$ cat src/rtl/burst_reader_pkg.sv
// burst_reader_pkg: shared types for the burst reader slice.
// Holds the controller state encoding used by burst_reader.
package burst_reader_pkg;

  // Controller states: waiting for a request, reading one word, presenting one beat.
  typedef enum logic [1:0] {
    IDLE  = 2'd0,
    FETCH = 2'd1,
    HOLD  = 2'd2
  } state_t;

endpackage

$ cat src/rtl/burst_reader_if.sv
// burst_reader_if: write port, burst request and valid/ready read stream
// of burst_reader bundled together. The slave modport is the reader side,
// the master modport is the producer/consumer side.
interface burst_reader_if #(
  parameter int DATA_WIDTH = 8,
  parameter int ADDR_WIDTH = 4
) ();

  logic                  wr_en;
  logic [ADDR_WIDTH-1:0] wr_addr;
  logic [DATA_WIDTH-1:0] wr_data;

  logic                  start;
  logic [ADDR_WIDTH-1:0] start_addr;
  logic [ADDR_WIDTH:0]   burst_len;
  logic                  busy;

  logic                  rd_valid;
  logic                  rd_ready;
  logic [DATA_WIDTH-1:0] rd_data;
  logic                  rd_last;
  logic                  done;
  logic                  err;

  modport master (
    output wr_en, wr_addr, wr_data,
    output start, start_addr, burst_len,
    output rd_ready,
    input  busy, rd_valid, rd_data, rd_last, done, err
  );

  modport slave (
    input  wr_en, wr_addr, wr_data,
    input  start, start_addr, burst_len,
    input  rd_ready,
    output busy, rd_valid, rd_data, rd_last, done, err
  );

endinterface

$ cat src/rtl/burst_reader_mem.sv
// burst_reader_mem: simple dual-port RAM, one write port and one
// synchronous read port. Array contents are never reset; only the read
// output register is cleared so the stream data is defined after reset.
// A read and write to the same address in one cycle returns the old word.
module burst_reader_mem #(
  parameter int DATA_WIDTH = 8,
  parameter int ADDR_WIDTH = 4
) (
  input  logic                  clk,
  input  logic                  reset,
  input  logic                  wr_en,
  input  logic [ADDR_WIDTH-1:0] wr_addr,
  input  logic [DATA_WIDTH-1:0] wr_data,
  input  logic                  rd_en,
  input  logic [ADDR_WIDTH-1:0] rd_addr,
  output logic [DATA_WIDTH-1:0] rd_data
);

  localparam int DEPTH = 2 ** ADDR_WIDTH;

  logic [DATA_WIDTH-1:0] mem [DEPTH];

  // Write port: always accepted, storage keeps its contents across reset.
  always_ff @(posedge clk) begin
    if (wr_en) begin
      mem[wr_addr] <= wr_data;
    end
  end

  // Read port: registered output, updated only when a read is issued so it
  // stays stable while the beat is waiting for the consumer.
  always_ff @(posedge clk or negedge reset) begin
    if (!reset) begin
      rd_data <= '0;
    end else if (rd_en) begin
      rd_data <= mem[rd_addr];
    end
  end

endmodule

$ cat src/rtl/burst_reader.sv
// burst_reader: drains a burst of consecutive words from an internal buffer
// onto a valid/ready stream. The buffer is filled through a plain write port
// that stays usable during a burst.
// Optional feature macro: BURST_READER_NOWRAP_EN -- when defined, requests
// that would run past the last address are rejected with an err pulse;
// otherwise such bursts wrap through address 0 and err is tied low.
module burst_reader
  import burst_reader_pkg::*;
#(
  parameter int DATA_WIDTH = 8,
  parameter int ADDR_WIDTH = 4
) (
  input  logic           clk,
  input  logic           reset,
  burst_reader_if.slave  bus
);

  state_t                state;
  logic [ADDR_WIDTH-1:0] addr;
  logic [ADDR_WIDTH:0]   remaining;
  logic                  rd_valid_q;
  logic                  rd_last_q;
  logic                  done_q;
  logic                  req_ok;
  logic                  last_beat;
  logic                  rd_en;
  logic [DATA_WIDTH-1:0] rd_word;

  assign last_beat = (remaining == (ADDR_WIDTH+1)'(1));
  assign rd_en     = (state == FETCH);

`ifdef BURST_READER_NOWRAP_EN
  localparam int                  DEPTH     = 2 ** ADDR_WIDTH;
  localparam logic [ADDR_WIDTH+1:0] DEPTH_EXT = (ADDR_WIDTH+2)'(DEPTH);

  logic [ADDR_WIDTH+1:0] req_end;
  logic                  err_q;

  // One bit of headroom beyond burst_len so start_addr + DEPTH cannot overflow.
  assign req_end  = {2'b00, bus.start_addr} + {1'b0, bus.burst_len};
  assign req_ok   = (req_end <= DEPTH_EXT);
  assign bus.err  = err_q;
`else
  assign req_ok   = 1'b1;
  assign bus.err  = 1'b0;
`endif

  burst_reader_mem #(
    .DATA_WIDTH (DATA_WIDTH),
    .ADDR_WIDTH (ADDR_WIDTH)
  ) u_mem (
    .clk     (clk),
    .reset   (reset),
    .wr_en   (bus.wr_en),
    .wr_addr (bus.wr_addr),
    .wr_data (bus.wr_data),
    .rd_en   (rd_en),
    .rd_addr (addr),
    .rd_data (rd_word)
  );

  // Burst controller: accept a request, then alternate read / present until
  // the last beat is handed over.
  always_ff @(posedge clk or negedge reset) begin
    if (!reset) begin
      state      <= IDLE;
      addr       <= '0;
      remaining  <= '0;
      rd_valid_q <= 1'b0;
      rd_last_q  <= 1'b0;
      done_q     <= 1'b0;
`ifdef BURST_READER_NOWRAP_EN
      err_q      <= 1'b0;
`endif
    end else begin
      done_q <= 1'b0;
`ifdef BURST_READER_NOWRAP_EN
      err_q  <= 1'b0;
`endif
      case (state)
        IDLE: begin
          // A zero-length request is dropped without any visible effect.
          if (bus.start && (bus.burst_len != '0)) begin
            if (req_ok) begin
              addr      <= bus.start_addr;
              remaining <= bus.burst_len;
              state     <= FETCH;
            end
`ifdef BURST_READER_NOWRAP_EN
            else begin
              err_q <= 1'b1;
            end
`endif
          end
        end
        FETCH: begin
          // The RAM read issued this cycle lands in rd_word at this edge.
          rd_valid_q <= 1'b1;
          rd_last_q  <= last_beat;
          state      <= HOLD;
        end
        HOLD: begin
          if (rd_valid_q && bus.rd_ready) begin
            rd_valid_q <= 1'b0;
            rd_last_q  <= 1'b0;
            if (last_beat) begin
              done_q <= 1'b1;
              state  <= IDLE;
            end else begin
              addr      <= addr + ADDR_WIDTH'(1);
              remaining <= remaining - (ADDR_WIDTH+1)'(1);
              state     <= FETCH;
            end
          end
        end
        default: begin
          state <= IDLE;
        end
      endcase
    end
  end

  assign bus.busy     = (state != IDLE);
  assign bus.rd_valid = rd_valid_q;
  assign bus.rd_last  = rd_last_q;
  assign bus.rd_data  = rd_word;
  assign bus.done     = done_q;

endmodule

$ cat src/flat_wrapper.sv
// flat-port wrapper written by rule: the top's interface ports become plain ports
module burst_reader_flat import burst_reader_pkg::*;
#(
  parameter int DATA_WIDTH = 8,
  parameter int ADDR_WIDTH = 4
)
  (clk, reset, bus_wr_en, bus_wr_addr, bus_wr_data, bus_start, bus_start_addr, bus_burst_len, bus_rd_ready, bus_busy, bus_rd_valid, bus_rd_data, bus_rd_last, bus_done, bus_err);
  burst_reader_if #(.DATA_WIDTH(DATA_WIDTH), .ADDR_WIDTH(ADDR_WIDTH)) bus_i ();
  input  logic clk;
  input  logic reset;
  input wire logic [$bits(bus_i.wr_en)-1:0] bus_wr_en;
  input wire logic [$bits(bus_i.wr_addr)-1:0] bus_wr_addr;
  input wire logic [$bits(bus_i.wr_data)-1:0] bus_wr_data;
  input wire logic [$bits(bus_i.start)-1:0] bus_start;
  input wire logic [$bits(bus_i.start_addr)-1:0] bus_start_addr;
  input wire logic [$bits(bus_i.burst_len)-1:0] bus_burst_len;
  input wire logic [$bits(bus_i.rd_ready)-1:0] bus_rd_ready;
  output wire logic [$bits(bus_i.busy)-1:0] bus_busy;
  output wire logic [$bits(bus_i.rd_valid)-1:0] bus_rd_valid;
  output wire logic [$bits(bus_i.rd_data)-1:0] bus_rd_data;
  output wire logic [$bits(bus_i.rd_last)-1:0] bus_rd_last;
  output wire logic [$bits(bus_i.done)-1:0] bus_done;
  output wire logic [$bits(bus_i.err)-1:0] bus_err;
  assign bus_i.wr_en = bus_wr_en;
  assign bus_i.wr_addr = bus_wr_addr;
  assign bus_i.wr_data = bus_wr_data;
  assign bus_i.start = bus_start;
  assign bus_i.start_addr = bus_start_addr;
  assign bus_i.burst_len = bus_burst_len;
  assign bus_i.rd_ready = bus_rd_ready;
  assign bus_busy = bus_i.busy;
  assign bus_rd_valid = bus_i.rd_valid;
  assign bus_rd_data = bus_i.rd_data;
  assign bus_rd_last = bus_i.rd_last;
  assign bus_done = bus_i.done;
  assign bus_err = bus_i.err;
  burst_reader #(.DATA_WIDTH(DATA_WIDTH), .ADDR_WIDTH(ADDR_WIDTH)) u_core (.clk(clk), .reset(reset), .bus(bus_i));
endmodule
$ cat config.mk
export PLATFORM = sky130hd
export DESIGN_NAME = burst_reader_flat
export DESIGN_NICKNAME = d
export VERILOG_FILES = /design/src/rtl/burst_reader_pkg.sv /design/src/rtl/burst_reader_if.sv /design/src/rtl/burst_reader_mem.sv /design/src/rtl/burst_reader.sv /design/src/flat_wrapper.sv
export SDC_FILE = /design/constraint.sdc
export NUM_CORES = 1
export LEC_CHECK = 0
export BUFFER_PORTS_ARGS = -buffer_cell sky130_fd_sc_hd__buf_4
export CAP_MARGIN = 20
export CORE_MARGIN = 3
export CORE_UTILIZATION = 50
export DETAILED_ROUTE_END_ITERATION = 8
export PLACE_DENSITY = 0.68
export SETUP_SLACK_MARGIN = 0.5
export SYNTH_ARGS = -nofsm -noshare
export SYNTH_HDL_FRONTEND = slang
export SYNTH_SLANG_ARGS = --single-unit
$ cat constraint.sdc
create_clock -name clk -period 2.24 [get_ports clk]
set_input_delay 0.448 -clock clk [delete_from_list [all_inputs] [get_ports clk]]
set_output_delay 0.448 -clock clk [all_outputs]
set_load 0.02 [all_outputs]
==> run summary <==
Initial Util - 0.525
Clock Pin Slew Worst Setup and Hold Paths - 0.07 ns
Final ANT Viol Nets - 0
Slowest cell on the critical path - or4b_4
Final core occ - 0.634
HP Class - in -> reg
Root Buffer - clkbuf_16
CTS tree - yes
Die height - 117 um
Row count - 39
Final Hold Violating Endpoints - 0
Port Buf Inserts - 37
H-tree levels - 4
Critical Path RT - 2.55 ns
Max-cap violations - 0
Post-Route Setup TNS - 0 ns
Layout cell share with drive strength beyond 1 - 0.245
CTS Buf Count - 17
Final Cell Area - 7420 sq um
FFs w/ async S/R, synth - 0.147
Drt via density - 5.78
Worst Hold End - u_core.u_mem.mem[12][4]
Drt total wl - 13,200 um
Max IR drop VDD - 0.673 mV
Post-synth top cells - edfxtp_1 (128), mux2i_1 (65), nand2_1 (34)
Drt pass-1 iters - 5
CP Launch Type - flop
Vias in the first global route - 3,502
Status - complete, no violations
Ranking of synthesized cells by area - edfxtp_1 (63%), mux2i_1 (11%), dfrtp_1 (9.0%)
Skew final - 0.00890 ns
Placed cells - 593
Mapped cell area - 6150 sq um
1st-iter DRT viols - 330
Die area - 13,700 sq um
GR Util All Layers - 0.205
Floorplan core area - 11,700 sq um
Final cell count without fillers - 636
Vias - 3,674
Max Freq - 0.581 GHz
WHS Path Cells - 1
Crit-path leading delay family - simple AND/OR/NAND/NOR gates
Final #Nets - 509
Post-Syn Area per Cell - 15.0 sq um
Setup slack, reg-to-reg - 0.52 ns
Sequential fraction of the synthesis area - 0.715
CP bufs+invs - 0
Syn Inst Count - 409
Post-synth net total - 438
Clock Path Buffers - 2
Total grt overflow - 0
First-pass GRT wire length - 20,000 um
# IOs - 39
WHS - 0.353 ns
Largest net degree at the start of global routing - 38
Worst R2R Start - u_core.remaining[0]
RSZ-0062 raised after global routing - false
Count leader, synth - edfxtp_1
Crit path DAT - 2.03 ns
Initial antenna violation count - 0
Ys flop type - edfxtp_1
Reg2Reg Depth - 5
Post-synth cell types - 40
Min-delay src - bus_wr_data[4]
Yosys warns - 0
Synth area leader - edfxtp_1
Final setup violation count - 0
Final Cycle Share - 0.768
Yosys reg bits - 150
Gpl congestion - 0.899
CTS sink cnt - 150
Post-synth EDFFs - 128
CP Cell Sequence - ha_4 > or4b_4 > nand4_4 > nand2_4 > mux2_4
DPL Wire Length - 8370 um
Kind of critical path - reg -> reg
Post-synth top area share - 0.625
Power Dens Cells - 796 nW/um^2
CP Max Fanout - 8
Worst R2R End - u_core.addr[1]
# diodes - 0
Later-pin clock latency in the skew report - 0.42 ns
Wire per inst - 20.7 um
Lkg Pwr - 2.64 nW
Area added between synthesis and finish - 20.7%
Slew Limit Fails - 0
Max stage delay on crit path - 0.48 ns
# DRC - 0
Die W - 117 um
CP endpoint kind - flop
DP Area - 6730 sq um
Min Tclk post-route - 1.72 ns
-- per-layer routing --
layer / up-vias / track usage / wire length, um
li1: 1713 / - / -
met1: 1820 / 0.293 / 6250
met2: 128 / 0.306 / 6140
met3: 13 / 0.0550 / 621
met4: 0 / 0.0719 / 181
met5: - / 0 / 0
-- through the flow --
stage / setup WS, ns / total power, mW
floorplan: 0.451 / 3.19
global placement: 0.249 / 3.29
detailed placement: 0.224 / 3.30
CTS: 0.509 / 5.93
global route: 0.497 / 6.08
finish: 0.519 / 5.90
-- cell type report --
cell class,instances,area (sq um)
Sequential cell,150,4400
Inverter,5,18.8
Clock inverter,15,139
Tap cell,143,179
Fill cell,859,4290
Multi-Input combinational cell,235,1690
Clock buffer,17,425
Timing Repair Buffer,71,566
-- power breakdown --
| group | switching, mW | internal (mW) | leakage, nW |
|---|---|---|---|
| sequential | 0.0107 | 3.08 | 1.44 |
| combinational | 0.0953 | 0.0509 | 0.917 |
| clock | 1.20 | 1.46 | 0.278 |
-- sequential cells by signal, summed over array words and instances (netlist names) --
name and flops:
u_core.u_mem.mem 128, u_core.u_mem.rd_data 8, u_core.remaining 5, u_core.addr 4, u_core.state 2, u_core.bus.done 1, u_core.bus.rd_last 1, u_core.bus.rd_valid 1
-- how the worst max path moves through the flow --
stage,from,to,cells past startpoint
6_report,u_core.remaining[0],u_core.addr[1],5
5_1_grt,u_core.remaining[1],u_core.addr[1],6
4_1_cts,u_core.remaining[1],u_core.addr[1],6
3_5_place_dp,bus_burst_len[2],u_core.addr[0],5
3_3_place_gp,bus_burst_len[2],u_core.addr[0],5
2_1_floorplan,bus_burst_len[2],u_core.addr[0],4
-- cell families (layout without fill, tap and decap cells) --
| logic type | after synthesis | count (layout) | share of synthesized area |
|---|---|---|---|
| adder cells (fa/ha/maj) | 3 | 3 | 0.00611 |
| flip-flops | 150 | 150 | 0.715 |
| other | 1 | 1 | 0.000610 |
| multiplexers | 67 | 67 | 0.111 |
| AND/OR/NAND/NOR | 111 | 111 | 0.0895 |
| buffers and inverters | 24 | 108 | 0.0171 |
| AO/OA/AOI/OAI | 53 | 53 | 0.0613 |
-- timing repair --
item                                    in CTS  in global routing
hold buffers                                 1                  0
pin swaps                                    1                  0
endpoints found under the setup margin       8                 11
resized for setup                            8                  3
hold endpoints to repair                    22                  0
buffers inserted                             1                  9
-- worst reg2reg max path, stage by stage (launching register included) --
cell	delay, ns
dfrtp_1	0.45
ha_4	0.15
or4b_4	0.48
nand4_4	0.11
nand2_4	0.10
mux2_4	0.32
-- cell usage in the layout (no fill, tap or decap), types with 3 or more instances in the layout --
master / count
a21oi_1: 18
nand3b_1: 3
inv_1: 3
nand3_1: 28
nand2b_1: 3
inv_6: 6
nor2b_1: 3
o21ai_0: 5
edfxtp_1: 128
buf_4: 67
nor2_1: 19
clkbuf_16: 17
a22oi_1: 16
nand2_1: 34
a2bb2oi_1: 5
clkinv_4: 5
mux2i_1: 65
nor3_1: 5
dfrtp_1: 19
Power figures use the tool's default switching activity.
